<file path="src/rtl/feed_forward_node_mac_pkg.sv">
// Shared definitions for the feed-forward node MAC: FP32 field positions,
// signed-zero / quiet-NaN constants and the node controller state encoding.
package feed_forward_node_mac_pkg;

    localparam int SIGN_BIT = 31;
    localparam int EXP_MSB  = 30;
    localparam int EXP_LSB  = 23;
    localparam int MANT_W   = 23;

    localparam logic [31:0] FP32_ZERO     = 32'h0000_0000;
    localparam logic [31:0] FP32_NEG_ZERO = 32'h8000_0000;
    localparam logic [31:0] FP32_QNAN     = 32'h7FC0_0000;

    typedef enum logic [1:0] {IDLE, MUL_WAIT, ADD_WAIT, ACT} state_t;

endpackage

</file>
<file path="src/rtl/fp32_add.sv">
// Pipelined 2-input FP32 adder (round-to-nearest-even, denormals flushed).
// Ports: clk, rst_n (async, active-low), i_valid/i_a/i_b issue an operation,
// o_valid/o_result appear LATENCY cycles later.
module fp32_add
    import feed_forward_node_mac_pkg::*;
#(
    parameter int LATENCY = 7
) (
    input  logic        clk,
    input  logic        rst_n,
    input  logic        i_valid,
    input  logic [31:0] i_a,
    input  logic [31:0] i_b,
    output logic        o_valid,
    output logic [31:0] o_result
);
    logic [31:0]        fa, fb, a, b, res_d;
    logic [7:0]         ea, eb, d;
    logic [26:0]        ma, mb, mbs;
    logic [27:0]        s;
    logic [24:0]        mr;
    logic [4:0]         lz;
    logic signed [9:0]  e;

    always_comb begin
        fa = (i_a[EXP_MSB:EXP_LSB] == 8'h00) ? {i_a[SIGN_BIT], 31'b0} : i_a;
        fb = (i_b[EXP_MSB:EXP_LSB] == 8'h00) ? {i_b[SIGN_BIT], 31'b0} : i_b;
        // a always holds the larger magnitude, so it also decides the sign
        if (fb[30:0] > fa[30:0]) begin a = fb; b = fa; end
        else                     begin a = fa; b = fb; end
        ea  = a[EXP_MSB:EXP_LSB];
        eb  = b[EXP_MSB:EXP_LSB];
        ma  = {1'b1, a[MANT_W-1:0], 3'b000};
        mb  = {(eb != 8'h00), b[MANT_W-1:0], 3'b000};
        d   = ea - eb;
        // guard/round/sticky alignment: shifted-out bits fold into bit 0
        mbs = (d >= 8'd27) ? {26'b0, |mb}
                           : ((mb >> d) | {26'b0, |(mb & ((27'd1 << d) - 27'd1))});
        if (a[SIGN_BIT] == b[SIGN_BIT]) s = {1'b0, ma} + {1'b0, mbs};
        else                            s = {1'b0, ma} - {1'b0, mbs};
        e  = 10'(ea);
        lz = '0;
        if (s[27]) begin
            s = {1'b0, s[27:2], s[1] | s[0]};
            e = e + 10'sd1;
        end else begin
            for (int i = 0; i < 27; i++) if (s[i]) lz = 5'(26 - i);
            s = s << lz;
            e = e - 10'(lz);
        end
        mr = {1'b0, s[26:3]} + {24'b0, s[2] & ((|s[1:0]) | s[3])};
        if (mr[24]) e = e + 10'sd1;
        if (ea == 8'hFF) begin
            if ((a[MANT_W-1:0] != '0) || ((eb == 8'hFF) && (a[SIGN_BIT] != b[SIGN_BIT])))
                res_d = FP32_QNAN;
            else
                res_d = a;
        end
        else if (ea == 8'h00)   res_d = {a[SIGN_BIT] & b[SIGN_BIT], 31'b0};
        else if (s == '0)       res_d = FP32_ZERO;
        else if (e >= 10'sd255) res_d = {a[SIGN_BIT], 8'hFF, 23'b0};
        else if (e <= 10'sd0)   res_d = {a[SIGN_BIT], 31'b0};
        else                    res_d = {a[SIGN_BIT], e[7:0], mr[24] ? 23'b0 : mr[22:0]};
    end

    logic [LATENCY-1:0] vld_q;
    logic [31:0]        res_q [LATENCY];

    always_ff @(posedge clk or negedge rst_n) begin
        if (!rst_n) begin
            vld_q <= '0;
            for (int i = 0; i < LATENCY; i++) res_q[i] <= '0;
        end else begin
            vld_q[0] <= i_valid;
            res_q[0] <= res_d;
            for (int i = 1; i < LATENCY; i++) begin
                vld_q[i] <= vld_q[i-1];
                res_q[i] <= res_q[i-1];
            end
        end
    end

    assign o_valid  = vld_q[LATENCY-1];
    assign o_result = res_q[LATENCY-1];
endmodule

</file>
<file path="src/rtl/fp32_leaky_relu_shift.sv">
// Combinational leaky ReLU with alpha = 2^-LEAKY_SHIFT done as an exponent
// decrement. Non-negative values, NaN and Inf pass through; negatives whose
// exponent would fall into the denormal range become -0.
// Ports: i_x operand, o_y activated result.
module fp32_leaky_relu_shift
    import feed_forward_node_mac_pkg::*;
#(
    parameter int LEAKY_SHIFT = 3
) (
    input  logic [31:0] i_x,
    output logic [31:0] o_y
);
    logic [7:0] exp_v;

    always_comb begin
        exp_v = i_x[EXP_MSB:EXP_LSB];
        o_y   = i_x;
        if (i_x[SIGN_BIT] && (exp_v != 8'hFF)) begin
            if (exp_v <= 8'(LEAKY_SHIFT)) o_y = FP32_NEG_ZERO;
            else o_y = {1'b1, exp_v - 8'(LEAKY_SHIFT), i_x[MANT_W-1:0]};
        end
    end
endmodule

</file>
<file path="src/rtl/fp32_mul.sv">
// Pipelined FP32 multiplier (round-to-nearest-even, denormals flushed to zero).
// Ports: clk, rst_n (async, active-low), i_valid/i_a/i_b issue an operation,
// o_valid/o_result appear LATENCY cycles later.
module fp32_mul
    import feed_forward_node_mac_pkg::*;
#(
    parameter int LATENCY = 7
) (
    input  logic        clk,
    input  logic        rst_n,
    input  logic        i_valid,
    input  logic [31:0] i_a,
    input  logic [31:0] i_b,
    output logic        o_valid,
    output logic [31:0] o_result
);
    logic               sgn, g, st, nan_a, nan_b, inf_a, inf_b, zero_a, zero_b;
    logic [7:0]         ea, eb;
    logic [47:0]        p;
    logic [22:0]        m;
    logic [23:0]        mr;
    logic signed [9:0]  e;
    logic [31:0]        res_d;

    always_comb begin
        sgn    = i_a[SIGN_BIT] ^ i_b[SIGN_BIT];
        ea     = i_a[EXP_MSB:EXP_LSB];
        eb     = i_b[EXP_MSB:EXP_LSB];
        nan_a  = (ea == 8'hFF) && (i_a[MANT_W-1:0] != '0);
        nan_b  = (eb == 8'hFF) && (i_b[MANT_W-1:0] != '0);
        inf_a  = (ea == 8'hFF) && !nan_a;
        inf_b  = (eb == 8'hFF) && !nan_b;
        zero_a = (ea == 8'h00);
        zero_b = (eb == 8'h00);
        p      = {24'b0, 1'b1, i_a[MANT_W-1:0]} * {24'b0, 1'b1, i_b[MANT_W-1:0]};
        e      = 10'(ea) + 10'(eb) - 10'd127;
        if (p[47]) begin
            m  = p[46:24];
            g  = p[23];
            st = |p[22:0];
            e  = e + 10'sd1;
        end else begin
            m  = p[45:23];
            g  = p[22];
            st = |p[21:0];
        end
        mr = {1'b0, m} + {23'b0, g & (st | m[0])};
        if (mr[23]) e = e + 10'sd1;
        if (nan_a || nan_b || (inf_a && zero_b) || (inf_b && zero_a)) res_d = FP32_QNAN;
        else if (inf_a || inf_b)     res_d = {sgn, 8'hFF, 23'b0};
        else if (zero_a || zero_b)   res_d = {sgn, 31'b0};
        else if (e >= 10'sd255)      res_d = {sgn, 8'hFF, 23'b0};
        else if (e <= 10'sd0)        res_d = {sgn, 31'b0};
        else                         res_d = {sgn, e[7:0], mr[22:0]};
    end

    logic [LATENCY-1:0] vld_q;
    logic [31:0]        res_q [LATENCY];

    always_ff @(posedge clk or negedge rst_n) begin
        if (!rst_n) begin
            vld_q <= '0;
            for (int i = 0; i < LATENCY; i++) res_q[i] <= '0;
        end else begin
            vld_q[0] <= i_valid;
            res_q[0] <= res_d;
            for (int i = 1; i < LATENCY; i++) begin
                vld_q[i] <= vld_q[i-1];
                res_q[i] <= res_q[i-1];
            end
        end
    end

    assign o_valid  = vld_q[LATENCY-1];
    assign o_result = res_q[LATENCY-1];
endmodule

</file>
<file path="src/rtl/feed_forward_node_mac.sv">
// One neuron: o = act(bias + sum data[k]*weight[k]) over NUM_INPUTS serial FP32
// operand pairs, sharing one multiplier and one adder.
// Optional feature macro: FF_NODE_LEAKY_RELU_EN (leaky ReLU output; linear
// pass-through when undefined, with identical latency).
// Ports: clk; rst_n (async, ACTIVE-HIGH despite the name); i_valid/o_ready
// handshake for i_data/i_weight (i_bias sampled on the first accept of a
// neuron); o_data held result, o_valid one-cycle update pulse, o_busy high
// from first accept until the o_valid cycle.
module feed_forward_node_mac
    import feed_forward_node_mac_pkg::*;
#(
    parameter int DATA_WIDTH  = 32,
    parameter int NUM_INPUTS  = 3,
    parameter int MUL_LATENCY = 7,
    parameter int ADD_LATENCY = 7,
    parameter int LEAKY_SHIFT = 3
) (
    input  logic                  clk,
    input  logic                  rst_n,
    input  logic                  i_valid,
    output logic                  o_ready,
    input  logic [DATA_WIDTH-1:0] i_data,
    input  logic [DATA_WIDTH-1:0] i_weight,
    input  logic [DATA_WIDTH-1:0] i_bias,
    output logic [DATA_WIDTH-1:0] o_data,
    output logic                  o_valid,
    output logic                  o_busy
);
    localparam int CNT_W = $clog2(NUM_INPUTS + 1);

    state_t                state_q, state_d;
    logic [CNT_W-1:0]      count_q, count_d;
    logic [DATA_WIDTH-1:0] acc_q, acc_d, o_data_q, o_data_d;
    logic                  o_ready_q, o_ready_d, o_valid_q, o_valid_d, o_busy_q, o_busy_d;
    logic                  accept, fp_rst_n, mul_valid, add_issue, add_valid;
    logic [31:0]           mul_res, add_res, act_res;

    assign accept   = i_valid & o_ready_q;
    assign fp_rst_n = ~rst_n;
    // the adder takes the running sum the cycle the product lands
    assign add_issue = (state_q == MUL_WAIT) && mul_valid;

    fp32_mul #(.LATENCY(MUL_LATENCY)) u_mul (
        .clk(clk), .rst_n(fp_rst_n), .i_valid(accept), .i_a(i_data), .i_b(i_weight),
        .o_valid(mul_valid), .o_result(mul_res)
    );

    fp32_add #(.LATENCY(ADD_LATENCY)) u_add (
        .clk(clk), .rst_n(fp_rst_n), .i_valid(add_issue), .i_a(acc_q), .i_b(mul_res),
        .o_valid(add_valid), .o_result(add_res)
    );

`ifdef FF_NODE_LEAKY_RELU_EN
    fp32_leaky_relu_shift #(.LEAKY_SHIFT(LEAKY_SHIFT)) u_act (.i_x(acc_q), .o_y(act_res));
`else
    assign act_res = acc_q;
`endif

    always_comb begin
        state_d  = state_q;
        count_d  = count_q;
        acc_d    = acc_q;
        o_data_d = o_data_q;
        o_valid_d = 1'b0;
        o_busy_d = o_busy_q;
        unique case (state_q)
            IDLE: if (accept) begin
                if (count_q == '0) begin
                    acc_d    = i_bias;
                    o_busy_d = 1'b1;
                end
                state_d = MUL_WAIT;
            end
            MUL_WAIT: if (mul_valid) state_d = ADD_WAIT;
            ADD_WAIT: if (add_valid) begin
                acc_d   = add_res;
                count_d = count_q + CNT_W'(1);
                state_d = (count_d < CNT_W'(NUM_INPUTS)) ? IDLE : ACT;
            end
            ACT: begin
                o_data_d  = act_res;
                o_valid_d = 1'b1;
                o_busy_d  = 1'b0;
                count_d   = '0;
                state_d   = IDLE;
            end
            default: state_d = IDLE;
        endcase
        o_ready_d = (state_d == IDLE);
    end

    always_ff @(posedge clk or posedge rst_n) begin
        if (rst_n) begin
            state_q   <= IDLE;
            count_q   <= '0;
            acc_q     <= FP32_ZERO;
            o_data_q  <= FP32_ZERO;
            o_ready_q <= 1'b1;
            o_valid_q <= 1'b0;
            o_busy_q  <= 1'b0;
        end else begin
            state_q   <= state_d;
            count_q   <= count_d;
            acc_q     <= acc_d;
            o_data_q  <= o_data_d;
            o_ready_q <= o_ready_d;
            o_valid_q <= o_valid_d;
            o_busy_q  <= o_busy_d;
        end
    end

    assign o_ready = o_ready_q;
    assign o_data  = o_data_q;
    assign o_valid = o_valid_q;
    assign o_busy  = o_busy_q;
endmodule

</file>
<file path="config.mk">
export PLATFORM = sky130hd
export DESIGN_NAME = feed_forward_node_mac
export DESIGN_NICKNAME = d
export VERILOG_FILES = /design/src/rtl/feed_forward_node_mac_pkg.sv /design/src/rtl/fp32_add.sv /design/src/rtl/fp32_leaky_relu_shift.sv /design/src/rtl/fp32_mul.sv /design/src/rtl/feed_forward_node_mac.sv
export SDC_FILE = /design/constraint.sdc
export NUM_CORES = 2
export LEC_CHECK = 0
export BUFFER_PORTS_ARGS = -buffer_cell sky130_fd_sc_hd__buf_2
export CORE_MARGIN = 10
export CORE_UTILIZATION = 35
export DETAILED_ROUTE_END_ITERATION = 10
export HOLD_SLACK_MARGIN = 0.03
export SYNTH_ARGS = -nofsm -noshare
export SYNTH_HDL_FRONTEND = slang
export SYNTH_SLANG_ARGS = --single-unit
export TNS_END_PERCENT = 100
</file>
<file path="constraint.sdc">
create_clock -name clk -period 38.3 [get_ports clk]
set_input_delay 3.83 -clock clk [delete_from_list [all_inputs] [get_ports clk]]
set_output_delay 3.83 -clock clk [all_outputs]
set_load 0.1 [all_outputs]
</file>
### Word-level counts from Yosys, hierarchy flattened

Index checks and enable logic that the tools add are counted.

* register bits after elaboration: 533
* input port bits: 99
* output and inout port bits: 35
* logic and storage cells: 179

* $add $sub $neg: 14
* multipliers: 1
* magnitude comparators: 7
* equality and inequality tests: 12
* shift operators: 3
* multiplexer cells: 69
* bitwise gates (word level): 10
* reduce and logical (&&, ||, !) cells: 40

Operators by type and width (count)
* 32-bit two-way mux: 10
* 31-bit two-way mux: 8
* 5-bit two-way mux: 28
* 23-bit nonzero test: 3
* 32-bit one-hot mux with 2 select lines: 1
* 28-bit two-way mux: 2
* 24-bit by 24-bit multiplier with 48-bit output: 1
* 23-bit two-way mux: 2
* 8-bit zero test: 5
* 10-bit two-way mux: 4
* 8-bit == test, second input constant: 4
* 31-bit greater-than comparator: 1
* 10-bit by 2-bit adder with 10-bit output, second input constant: 3
* 27-bit by 27-bit adder with 28-bit output: 1
* 28-bit zero test: 1
* 28-bit by 5-bit left shift with 28-bit output: 1
* 27-bit by 27-bit subtractor with 28-bit output: 1
* 27-bit bitwise AND: 1
* 27-bit two-way mux: 1
* 27-bit by 1-bit OR with 27-bit output: 1
* 27-bit OR reduction: 1
* 1-bit by 8-bit left shift with 27-bit output, first input constant: 1
* 27-bit by 8-bit >> shifter with 27-bit output: 1
* 27-bit by 1-bit subtractor with 27-bit output, second input constant: 1
* other kinds (39): 73

### Longest topological paths before layout

* depth after elaboration: 54
* gate-level depth with buffers: 75
* gate-level depth less buffers: 63

### By module

A second synthesis with hierarchy kept.

* cell total of the unflattened synthesis: 5462
* area, all modules: 50295.7 µm²

By module, submodules not included
* fp32_mul: instances 1, cells an instance 2945, area each 28434.8 µm², seq. area each 5780.5 µm²
* fp32_add: instances 1, cells an instance 2300, area each 18850.6 µm², seq. area each 5780.5 µm²
* feed_forward_node_mac: instances 1, cells an instance 217, area each 3010.4 µm², seq. area each 1778.0 µm²

### Worst setup path after synthesis

Ideal clock, no wire load.

* path kind: register to register
* start point: register u_mul.res_q, in the netlist u_mul.o_result[24]
* end point: register u_add.res_q[204] (netlist bit)
* setup time: 0.087 ns
* data arrival time: 14.084 ns
* required time: 38.213 ns
* setup slack: 24.129 ns
* cell stages (with the launch flop): 66
* path buffers: 12
* clock period less this slack: 14.171 ns
* cells stage by stage: dfrtp_1 > nor4_1 > nand2_1 > clkbuf_1 > nand2_1 > inv_1 > ha_1 > nand4_1 > nor2_1 > o31ai_1 > a211o_1 > buf_2 > nand2_2 > clkbuf_1 > clkbuf_1 > buf_1 > clkbuf_1 > clkbuf_1 > [30 not listed] > nand3b_1 > nand2_2 > nor3_2 > o21a_1 > inv_2 > buf_2 > o21ai_2 > o2bb2ai_1 > o31a_1 > or4_4 > nor4b_4 > and4_1 > nor4b_4 > nand4_1 > xor2_1 > o2111ai_4 > buf_6 > nor3_1

* word-level cells in the longest chain between the ends: 54
* elaborated cells between the ends (all ways): 77
* classes of those cells: 8 x add/sub; 4 x order compare; 4 x eq/ne; 3 x shift; 43 x mux; 5 x bitwise; 10 x reduce/logical

Ends and longest elaborated chain
* from (decl): RTL line fp32_mul.sv:58 `logic [31:0] res_q [LATENCY];`
* from (signal, indexed assignment): RTL line fp32_mul.sv:69 `res_q[i] <= res_q[i-1];`
* 8-bit zero test: RTL line fp32_add.sv:27 `fb = (i_b[EXP_MSB:EXP_LSB] == 8'h00) ? {i_b[SIGN_BIT], 31'b0} : i_b;`
* 31-bit two-way mux (*): RTL line fp32_add.sv:27
* 31-bit greater-than comparator: RTL line fp32_add.sv:29 `if (fb[30:0] > fa[30:0]) begin a = fb; b = fa; end`
* 32-bit two-way mux: RTL line fp32_add.sv:29
* 8-bit subtractor: RTL line fp32_add.sv:35 `d = ea - eb;`
* 1-bit by 8-bit left shift with 27-bit output: RTL line fp32_add.sv:38 `: ((mb >> d) | {26'b0, |(mb & ((27'd1 << d) - 27'd1))});`
* 27-bit by 1-bit subtractor with 27-bit output: RTL line fp32_add.sv:38
* 27-bit bitwise AND: RTL line fp32_add.sv:38
* [39 not listed]
* 10-bit two-way mux: RTL line fp32_add.sv:52 `if (mr[24]) e = e + 10'sd1;`
* 10-bit by 1-bit <= comparator with 1-bit output: RTL line fp32_add.sv:62 `else if (e <= 10'sd0) res_d = {a[SIGN_BIT], 31'b0};`
* 31-bit two-way mux: RTL line fp32_add.sv:62
* 31-bit two-way mux: RTL line fp32_add.sv:61 `else if (e >= 10'sd255) res_d = {a[SIGN_BIT], 8'hFF, 23'b0};`
* 32-bit two-way mux: RTL line fp32_add.sv:60 `else if (s == '0) res_d = FP32_ZERO;`
* 32-bit two-way mux: RTL line fp32_add.sv:59 `else if (ea == 8'h00) res_d = {a[SIGN_BIT] & b[SIGN_BIT], 31'b0};`
* 32-bit two-way mux (*): RTL line fp32_add.sv:53 `if (ea == 8'hFF) begin`
* via u_add.res_d[12]: RTL line fp32_add.sv:17 `logic [31:0] fa, fb, a, b, res_d;`
* to (signal, indexed assignment): RTL line fp32_add.sv:78 `res_q[i] <= res_q[i-1];`
* to (decl): RTL line fp32_add.sv:67 `logic [31:0] res_q [LATENCY];`

Mark *: on every way through the listed nets, which the timed path passes. The rest lies on a longest branch. The select of a mux whose other input is x is not followed.
A chain may end at the register's enable or synchronous reset.

### Worst setup path after layout

* start point: register u_mul.res_q, in the netlist u_mul.o_result[24]
* end point: register u_add.res_q[198] (netlist bit)

Same word-level chain as after synthesis.

==> results.cfg <==
[outcome]
run_status = completed

[min_path]
timing.hold.worst_path_depth = 0
hp-class = reg2reg

[cts]
cts.repair_timing.setup_buffer_count = 0
post_cts_resize_count = 0
cts_max_level = 2
cts.hold.buffers_added = 0
clock-root-buffer = sky130_fd_sc_hd__clkbuf_16
clock_buffer_count_from_cts = 54
worst_skew_pair.late_latency_ps = 630
cts_tree = done
cts_max_path_buffers = 3
tritoncts_num_sinks = 533
clkSlewWorstSetupHoldPaths_ps = 70

[timing]
grt_setup_unrepaired = false
achievable-frequency_ghz = 0.0560
period_share_pct = 46.6
setup-tns-final_ps = 0
report.final.hold_viol_count = 0
drv_slew = 0
fin_skew_ps = 53.9
min_cycle_time_layout_ps = 17850
max_slew_headroom_pct = 10.1
holdWs_ps = 319
setup_viol = 0
worst_pin_slew_ps = 1310

[route]
wl_um = 143000
drt-initial-drc-count = 2963
ant_nets = 0
viasPerCell = 5.36
first_pass_iters = 5
route.detailed.wl_per_inst_um = 20.6
drt_drc_violations_left = 0
via_count = 37100

[global_route]
first_pass_grt_wire_length_um = 223000
grt_pass1_vias = 37800
grt_antenna_before_repair = 1
grt.total_usage_pct = 18.5
overflow = 0
grt_start_max_net_pins = 88

[floorplan]
fp.dieArea_sq_mm = 0.151
pin_count = 134
die_x_um = 389
die_y_um = 389
start_util_pct = 35.2
core_footprint_sq_mm = 0.135
std_cell_rows = 135

[logic_synthesis]
synthCells = 5110
synth_fp_nets = 5970
post_synth_num_cell_types = 119
netlist_top_cells_area = sky130_fd_sc_hd__dfrtp_1 (28%), sky130_fd_sc_hd__fa_1 (20%), sky130_fd_sc_hd__ha_1 (7.3%), sky130_fd_sc_hd__inv_1 (5.3%), sky130_fd_sc_hd__nand2_1 (4.9%)
syn_area_sq_mm = 0.0476
yosys_warnings = 0
yosys_reg_bits = 533
edff_count_synth = 0
ys_seq_area_share_pct = 28.0
synth_area_per_cell_sq_um = 9.31
post-synth-top-area-fraction_pct = 28.0
synth_area_leader_cell = sky130_fd_sc_hd__dfrtp_1
synth_async_sr_flop_share_pct = 100
yosys_most_used_dff = sky130_fd_sc_hd__dfrtp_1

[setup_path]
slowest_stage = sky130_fd_sc_hd__a211oi_1
maximum_cell_stage_delay_along_the_critical_path_ps = 870
crit_required_ps = 38760
end_kind = register
worstSetupPathDepth = 54
criticalPathCategory = reg2reg
timing.critical_path.arrival_ps = 18310
critical_path.startpoint_type = register
timing.reg2reg.worst_path_depth = 54
critPathBufInv = 4
crit_path_frequent_cell = sky130_fd_sc_hd__a21oi_1
timing.critical_path.max_delay_family = compound AO/OA/AOI/OAI gates
worstPathMaxFanout = 52

[placed_design]
finalWeightedCongestion = 0.953
place_hpwl_um = 107000
placement.cell_area_sq_mm = 0.0499
input_output_buffers = 133

[cells_and_area]
final_util_pct = 38.3
antenna_cells_inserted = 0
layout-area-overhead-vs-synth_pct = 9.02
final_area_sq_mm = 0.0519
mostFrequentLayoutCell = sky130_fd_sc_hd__inv_1
mostFrequentLayoutCells = sky130_fd_sc_hd__inv_1 (675), sky130_fd_sc_hd__nand2_1 (626), sky130_fd_sc_hd__dfrtp_1 (532), sky130_fd_sc_hd__fa_1 (485), sky130_fd_sc_hd__nor2_1 (291)
final_net_count = 5967
layout-drive-gt1-share_pct = 8.93

[run]
drv_cap = 0
cell usage after synthesis, types with 22 or more instances:
| cell | n |
|---|---|
| sky130_fd_sc_hd__nor2_1 | 291 |
| sky130_fd_sc_hd__nor3_1 | 98 |
| sky130_fd_sc_hd__ha_1 | 276 |
| sky130_fd_sc_hd__a21oi_1 | 238 |
| sky130_fd_sc_hd__mux2i_1 | 116 |
| sky130_fd_sc_hd__o21ai_0 | 185 |
| sky130_fd_sc_hd__nand2b_1 | 29 |
| sky130_fd_sc_hd__nor3_2 | 22 |
| sky130_fd_sc_hd__o211ai_1 | 24 |
| sky130_fd_sc_hd__xor2_1 | 44 |
| sky130_fd_sc_hd__nand3_1 | 98 |
| sky130_fd_sc_hd__nand4_1 | 47 |
| sky130_fd_sc_hd__o21bai_1 | 30 |
| sky130_fd_sc_hd__o31ai_1 | 26 |
| sky130_fd_sc_hd__dfrtp_1 | 532 |
| sky130_fd_sc_hd__inv_1 | 676 |
| sky130_fd_sc_hd__nor4_1 | 40 |
| sky130_fd_sc_hd__clkbuf_1 | 206 |
| sky130_fd_sc_hd__a21o_1 | 52 |
| sky130_fd_sc_hd__o22ai_1 | 23 |
| sky130_fd_sc_hd__a211oi_1 | 56 |
| sky130_fd_sc_hd__and2_1 | 248 |
| sky130_fd_sc_hd__nand2_1 | 626 |
| sky130_fd_sc_hd__fa_1 | 485 |
| sky130_fd_sc_hd__or3_1 | 33 |
| sky130_fd_sc_hd__mux2_2 | 43 |
| sky130_fd_sc_hd__a31oi_1 | 29 |
| sky130_fd_sc_hd__and3_1 | 31 |
| sky130_fd_sc_hd__nor2b_1 | 28 |
| sky130_fd_sc_hd__xnor2_1 | 85 |
| sky130_fd_sc_hd__o21a_1 | 23 |
stage by stage:
step	worst slack, ps	instances
after global routing	19230	6932
after detailed placement	21000	6832
after global placement	21470	6832
after floorplan	19580	5110
after CTS	20910	6932
final	20450	6932
cells by family (layout without fill, tap and decap cells):
family / Yosys count / count (layout) / synth area share (%)
AND/OR/NAND/NOR: 1695 / 1695 / 17.8
buffers and inverters: 935 / 976 / 7.57
AO/OA/AOI/OAI: 883 / 883 / 12.4
adder cells (fa/ha/maj): 761 / 761 / 27.7
flip-flops: 533 / 533 / 28.0
multiplexers: 174 / 174 / 4.17
XOR/XNOR: 129 / 129 / 2.37
state kept, by name, summed over array words and instances, names as in the netlist:
signal and flops:
state_q 2, u_add.o_result 32, u_mul.res_q 192, u_add.res_q 192, o_data 32, u_add.vld_q 7, u_mul.vld_q 7, u_mul.o_result 32
count_q 2, o_busy 1, acc_q 32, o_valid 1, o_ready 1
final cells by class:
class                           count  area [sq um]
Clock buffer                       73          1530
Clock inverter                     27           407
Inverter                          684          2580
Multi-Input combinational cell   3642         30700
Sequential cell                   533         13300
Timing Repair Buffer              192          1110
Tap cell                         1781          2230
Fill cell                       13600         83400
worst reg2reg max path: cells and delay by family, from the launching register on:
family	cells	cell delay (ps)
AOI/OAI and AO/OA	30	10050
and+or+nand+nor	15	4250
buffers and inverters	4	1140
adders and majority gates	3	1010
xor gates and xnor gates	1	520
DFF	1	460
muxes	1	260
metal layers:
layer,track usage [%],vias to the layer above,part of all wire (%)
met1,25.4,18700,45
met2,30.7,1335,47
met3,2.23,224,5.9
met4,4.74,0,2.7
met5,0,-,0
li1,-,16900,-
path summary, 6_finish.rpt:
path	from	endpoint	slack [ps]
setup / recovery	u_mul.o_result[24]	u_add.res_q[198]	20450
hold / removal	u_mul.res_q[47]	u_mul.o_result[15]	320
setup reg to reg	u_mul.o_result[24]	u_add.res_q[198]	20450
hold reg to reg	u_mul.res_q[47]	u_mul.o_result[15]	320
max in group asynchronous	rst_n	u_add.res_q[47]	31750
min in group asynchronous	rst_n	u_mul.res_q[199]	3340
Power is left out: the tool's default activity adds up to more than one toggle a clock period on the data nets, which glitch-free logic cannot reach.
